## src/rtl/rf_wb_arbiter.sv

```systemverilog
// Round-robin writeback arbiter for the register-file write port, with a registered output stage.
// Optional forwarding of the presented write is enabled by defining RF_ARB_FWD_EN.
module rf_wb_arbiter #(
  parameter int unsigned NREQ       = 3,
  parameter int unsigned DATA_WIDTH = 32,
  parameter int unsigned ADDR_WIDTH = 5
) (
  input  logic                       clk,
  input  logic                       rst_n,
  input  logic [NREQ-1:0]            req_valid,
  output logic [NREQ-1:0]            req_ready,
  input  logic [NREQ*ADDR_WIDTH-1:0] req_waddr,
  input  logic [NREQ*DATA_WIDTH-1:0] req_wdata,
  input  logic                       stall,
  output logic                       rf_wen,
  output logic [ADDR_WIDTH-1:0]      rf_waddr,
  output logic [DATA_WIDTH-1:0]      rf_wdata,
  input  logic [ADDR_WIDTH-1:0]      raddr1,
  input  logic [ADDR_WIDTH-1:0]      raddr2,
  output logic                       fwd1_hit,
  output logic                       fwd2_hit,
  output logic [DATA_WIDTH-1:0]      fwd1_data,
  output logic [DATA_WIDTH-1:0]      fwd2_data
);

  localparam int unsigned PtrW = (NREQ > 2) ? 2 : 1;

  logic [PtrW-1:0]       ptr_q, ptr_d;
  logic [PtrW-1:0]       gidx;
  logic                  found;
  logic [NREQ-1:0]       grant;
  logic                  accept;
  logic [ADDR_WIDTH-1:0] sel_waddr;
  logic [DATA_WIDTH-1:0] sel_wdata;

  // Position k in the search order starting at p, wrapped modulo NREQ.
  function automatic logic [PtrW-1:0] rr_idx(input logic [PtrW-1:0] p, input int unsigned k);
    int unsigned s;
    s = 32'(p) + k;
    if (s >= NREQ) s = s - NREQ;
    return PtrW'(s);
  endfunction

  always_comb begin
    found = 1'b0;
    gidx  = '0;
    grant = '0;
    for (int unsigned k = 0; k < NREQ; k++) begin
      if (!found && req_valid[rr_idx(ptr_q, k)]) begin
        found = 1'b1;
        gidx  = rr_idx(ptr_q, k);
      end
    end
    if (found) grant[gidx] = 1'b1;
  end

  // Ready is masked during reset so nothing appears accepted while the stage is held clear.
  assign req_ready = grant & {NREQ{~stall & rst_n}};
  assign accept    = |req_ready;
  assign sel_waddr = req_waddr[gidx*ADDR_WIDTH +: ADDR_WIDTH];
  assign sel_wdata = req_wdata[gidx*DATA_WIDTH +: DATA_WIDTH];
  assign ptr_d     = (gidx == PtrW'(NREQ - 1)) ? '0 : gidx + 1'b1;

  always_ff @(posedge clk or negedge rst_n) begin
    if (!rst_n) begin
      ptr_q    <= '0;
      rf_wen   <= 1'b0;
      rf_waddr <= '0;
      rf_wdata <= '0;
    end else begin
      rf_wen <= accept && (sel_waddr != '0);
      if (accept) begin
        ptr_q    <= ptr_d;
        rf_waddr <= sel_waddr;
        rf_wdata <= sel_wdata;
      end
    end
  end

`ifdef RF_ARB_FWD_EN
  assign fwd1_hit  = rf_wen && (rf_waddr == raddr1) && (raddr1 != '0);
  assign fwd2_hit  = rf_wen && (rf_waddr == raddr2) && (raddr2 != '0);
  assign fwd1_data = fwd1_hit ? rf_wdata : '0;
  assign fwd2_data = fwd2_hit ? rf_wdata : '0;
`else
  logic unused_raddr;
  assign unused_raddr = ^{raddr1, raddr2};
  assign fwd1_hit     = 1'b0;
  assign fwd2_hit     = 1'b0;
  assign fwd1_data    = '0;
  assign fwd2_data    = '0;
`endif

endmodule

```

## config.mk

```make
export PLATFORM = sky130hd
export DESIGN_NAME = rf_wb_arbiter
export DESIGN_NICKNAME = d
export VERILOG_FILES = /design/src/rtl/rf_wb_arbiter.sv
export SDC_FILE = /design/constraint.sdc
export NUM_CORES = 1
export LEC_CHECK = 0
export ABC_CLOCK_PERIOD_IN_PS = 3730
export CORE_UTILIZATION = 35
export CTS_BUF_LIST = sky130_fd_sc_hd__clkbuf_4 sky130_fd_sc_hd__clkbuf_8
export DETAILED_ROUTE_END_ITERATION = 8
export PLACE_DENSITY = 0.8
export RECOVER_POWER = 25
export SLEW_MARGIN = 20
export SYNTH_ARGS = -nofsm -noshare
export SYNTH_HDL_FRONTEND = slang
export SYNTH_SLANG_ARGS = --single-unit
```

## constraint.sdc

```tcl
create_clock -name clk -period 3.73 [get_ports clk]
set_input_delay 1.119 -clock clk [delete_from_list [all_inputs] [get_ports clk]]
set_output_delay 1.119 -clock clk [all_outputs]
set_load 0.01 [all_outputs]
```

# Word-level counts from Yosys, hierarchy flattened
# Cells that the tools add are included.
# op_classes
shift,2
div_mod_pow,0
bitwise,3
n_lt_le_gt_ge,8
n_reduce_logical,8
eq_ne,1
addsub,6
muxes,19
n_mul,1
# op_table
operator,count
96-bit by 8-bit variable part select with 32-bit output,1
15-bit by 6-bit variable part select with 5-bit output,1
2-bit two-way mux,7
"2-bit by 3-bit < comparator with 1-bit output, second input constant",4
1-bit two-way mux,7
1-bit binary-select mux with 2-bit select,3
"3-bit by 2-bit greater-or-equal comparator with 1-bit output, second input constant",2
"2-bit subtractor, second input constant",3
"2-bit by 3-bit multiplier with 5-bit output, second input constant",1
5-bit nonzero test,1
1-bit logical AND,4
"2-bit by 1-bit adder with 3-bit output, second input constant",1
"2-bit by 2-bit adder with 3-bit output, second input constant",1
3-bit AND,1
3-bit two-way mux,1
3-bit OR reduction,1
"2-bit by 1-bit adder with 2-bit output, second input constant",1
1-bit demux with 2-bit select,1
"2-bit == test, second input constant",1
"2-bit by 1-bit greater-or-equal comparator with 1-bit output, second input constant",1
"2-bit greater-or-equal comparator, second input constant",1
1-bit zero test,2
1-bit AND,1
1-bit NOT,1
# word_totals
regBits,40
latchBits,0
mem_count,0
romBits,0
mem_bits_rw,0
output_inout_bits,107

# Logic depth before layout (Yosys ltp)
# depth
ltp_word,19
ltp_mapped,11
ltp_nobuf,9

# Worst setup path before layout
# Ideal clock, no wire load.
# synth_path
path_type,in2out
from,in req_valid[1]
to,out req_ready[1]
setup_slack_ps,169
arrival_time_ps,2442
stages,6
path_buffers,2
t_required_ps,2611
cell_sequence,mux2_2 mux2i_1 a31oi_4 buf_12 buf_12 nor3_1
# synth_between
elab_chain_cells,15
elab_cells_between_ends,23
classes_between,order compare (2); mux (15); bitwise (1); reduce/logical (5)
# synth_lines
item,line_no,rtl
start: declaration,10,"input logic [NREQ-1:0] req_valid,"
1-bit binary-select mux with 2-bit select,49,"if (!found && req_valid[rr_idx(ptr_q, k)]) begin"
1-bit two-way mux (implied by the code),49,
1-bit two-way mux,49,
1-bit zero test,49,
1-bit logical AND,49,
1-bit two-way mux,49,
1-bit zero test,49,
1-bit logical AND,49,
2-bit two-way mux,49,
2-bit by 3-bit < comparator with 1-bit output (implied by the code) / 2-bit by 1-bit greater-or-equal comparator with 1-bit output (equally long branches),54,if (found) grant[gidx] = 1'b1;
1-bit logical AND (implied by the code),54,
1-bit two-way mux (implied by the code),54,
1-bit demux with 2-bit select,54,
3-bit two-way mux (*),54,
3-bit AND (*),58,assign req_ready = grant & {NREQ{~stall & rst_n}};
end: declaration,11,"output logic [NREQ-1:0] req_ready,"
# Mark *: on every way between the ends. The rest lies on a longest branch, timed or not. The select of a mux whose other input is x is not followed.

# Worst setup path after layout
# layout_path
from,in req_valid[2]
to,out req_ready[2]
# The elaborated chain is that of the path after synthesis.

==> key figures <==
Yosys
  • Top_reg_cell synth: dfrtp_1
  • Cell Area, Synth: 3113 um2
  • Register bit total from synthesis: 40
  • Register area share after synthesis: 32.15%
  • Synth unique cells: 40
  • Syn. warnings: 0
  • Mapped Cells: roughly 330
  • Post-synth ARST share: 100.0%
  • Syn_area_per_cell: approximately 9.4 um2
  • Number of enable flip-flop cells after synthesis: 0

CTS
  • Clock Sinks: 40
  • Clk buf depth: 2
  • Clock root cell: clkbuf_8
  • CTS tree: built
  • Hold Buf Count CTS: 0
  • CTS Buf Count: 5
  • Worst-skew pair later-pin latency: about 0.29 ns
  • CTS clk-pin slew, worst paths: 0.07 ns
  • CTS H-tree lvls: 2

GRT
  • GR Util All Layers: 15.57%
  • First-pass GRT wire length: 11.14 mm
  • Largest net degree at the start of global routing: 75
  • Total gr overflow: 0
  • Vias in the first global route: between 2k and 2.5k
  • Initial antenna violation count: 0

Critical path
  • Worst path required time: 2.61 ns
  • Worst setup SP type: input pin
  • Reg2Reg Setup Slack: approximately 0.83 ns
  • Critical path endpoint category: output pin
  • WP data arrival: 2.50 ns
  • Worst r2r src: ptr_q[1]
  • Crit-path max FO: 5
  • Worst Setup SP: req_valid[2]
  • WS Path Type: input pin to output pin

Die
  • DIE AREA: 9276 um2
  • Die height: 96.31 um
  • Rows: 34
  • CORE AREA: 8678 um2
  • I/O pins: roughly 230
  • Die Width: 96.31 um
  • Initial core utilization: 35.87%

STA
  • Final worst-path cycle share: 97.11%
  • Hold WS: 0.4770 ns
  • Actual slew at the worst max-slew pin: 2.096 ns
  • Fin worst setup slack: 0.1076 ns
  • Finish-stage setup viols: 0
  • Rel. slew slack: -39.75%
  • Count of pins over their slew limit: 41
  • Final hold violation count: 0
  • RSZ-0062 raised after global routing: no
  • Clock Skews: 0.009037 ns
  • Tmin final: between 3 and 4 ns
  • Fmax: 276.1 MHz

Cells and area
  • Final core utilization: 54.60%
  • Antenna cell count: 0
  • Share of cells above drive strength 1: under 10%
  • Syn-to-layout area delta: 52.21%
  • Fillers: between 700 and 800
  • Nets: 627

Placement
  • Place WS: -0.5492 ns
  • DP HPWL: 6.202 mm
  • Buffers on Ports: 157
  • Routability-driven placement congestion ratio: 0.8428

Pwr
  • PwrDens: 718.9 nW/um2
  • Max IR drop VDD: 0.0003443 V
  • Power Total: between 3 and 4 mW
  • Leak Pwr: 2.329 nW

Drt
  • Routed WL: 7.857 mm
  • DR iter-0 viols: between 50 and 60
  • ANT nets after route: 0
  • Drt first pass iters: 4
  • Vias per inst: 4.621
  • DRC violations left: 0
  • Routed vias: 2796
  • Avg WL per Cell: roughly 13 um

Hold path
  • Hold Path Class: flop to flop
  • Worst hold start: rf_wdata[0]

Run status
  • Outcome: finished with violations
  • Failing checks: capacitance limit, slew limit

Job
  • Max cap viols: 1
[kinds of logic (layout without fill, tap and decap cells)]
group	count (synthesis)	count (layout)	share of synthesized area, %
other	1	66	0.1205
buffers and inverters	89	189	20.90
muxes	45	45	14.75
and+or+nand+nor	67	67	9.969
DFF	40	40	32.15
AOI/OAI and AO/OA	86	86	20.50
adders and majority gates	4	4	1.608
[synthesized netlist by cell type (all sizes together) (4+ instances only)]
library cell | n | area (um2)
a21oi | 5 | 25.02
nor2 | 35 | 131.4
a21o | 33 | 247.7
mux2i | 38 | 380.4
clkbuf | 13 | 48.80
ha | 4 | 50.05
o21ai | 7 | 38.79
buf | 73 | 590.6
mux2 | 7 | 78.82
dfrtp | 40 | 1001
nand2 | 12 | 45.04
a211oi | 32 | 240.2
[cell type report]
class	count	area (um2)	area share, %
tap	108	135.1	2.852
clock inverter	2	38.79	0.8186
inverter	3	11.26	0.2377
timing repair buffer	178	1722	36.33
sequential	40	1001	21.12
multi-input combinational	268	1748	36.89
clock buffer	6	82.58	1.743
[stage by stage]
step | cells | setup TNS (ns) | instance area, um2
after detailed placement | 596 | -1.465 | 4582
final | 605 | 0 | 4738
after global routing | 605 | 0 | 4738
after global placement | 596 | -1.425 | 4582
after CTS | 604 | 0 | 4720
after floorplan | 397 | 0 | 3357
[worst max-delay path: stages]
cell,delay (ns)
dlygate4sd2_1,0.26
nand3b_1,0.11
o21a_1,0.22
buf_4,0.14
nand3_1,0.11
o21ai_4,0.23
nor2_1,0.08
clkdlybuf4s15_2,0.23
[final timing paths]
kind / to / cells after the start
max: req_ready[2] / 8
max reg2reg: rf_wen / 10
max in group asynchronous: rf_waddr[1] / 2
min in group asynchronous: rf_wdata[26] / 2
min reg2reg: rf_wdata[0] / 1
min: rf_wdata[0] / 1
[flip-flops by register name (all words and copies together), names as in the netlist]
name / cells
rf_wdata: 32
rf_waddr: 5
ptr_q: 2
rf_wen: 1
[repair_timing]
item                                    in CTS  in global routing
resized for setup                           17                  6
setup buffers                                0                  1
pin swaps                                    2                  4
endpoints found under the setup margin       3                  3
[cell usage in the layout, fill, tap and decap left out, types with 2 or more instances in the layout]
cell	netlist	routed
a211oi_1	32	32
a21o_1	33	33
a21oi_1	5	4
buf_4	66	19
clkbuf_1	13	2
clkbuf_8	0	6
clkdlybuf4s15_2	0	2
clkdlybuf4s50_1	0	150
conb_1	1	66
dfrtp_1	40	40
ha_1	4	4
inv_1	3	3
mux2_2	6	6
mux2i_1	38	37
nand2_1	12	11
nand2b_1	3	3
nand3_1	2	2
nand3b_1	3	3
nor2_1	35	34
nor2b_1	3	3
o21ai_0	4	3
o21ai_2	1	2
[metal layers]
metal	up-vias	GRT usage (%)	share of wire, %
li1	1366	-	-
met1	1299	17.35	38
met2	124	28.19	52
met3	7	5.608	9.1
met4	0	3.554	0.81
met5	-	0	0
[power breakdown]
part / switching [mW] / internal (mW) / total, mW
registers: 0.108 / 0.645 / 0.753
logic: 1.10 / 1.18 / 2.28
clock network: 0.153 / 0.219 / 0.372
Power figures use the tool's default switching activity.
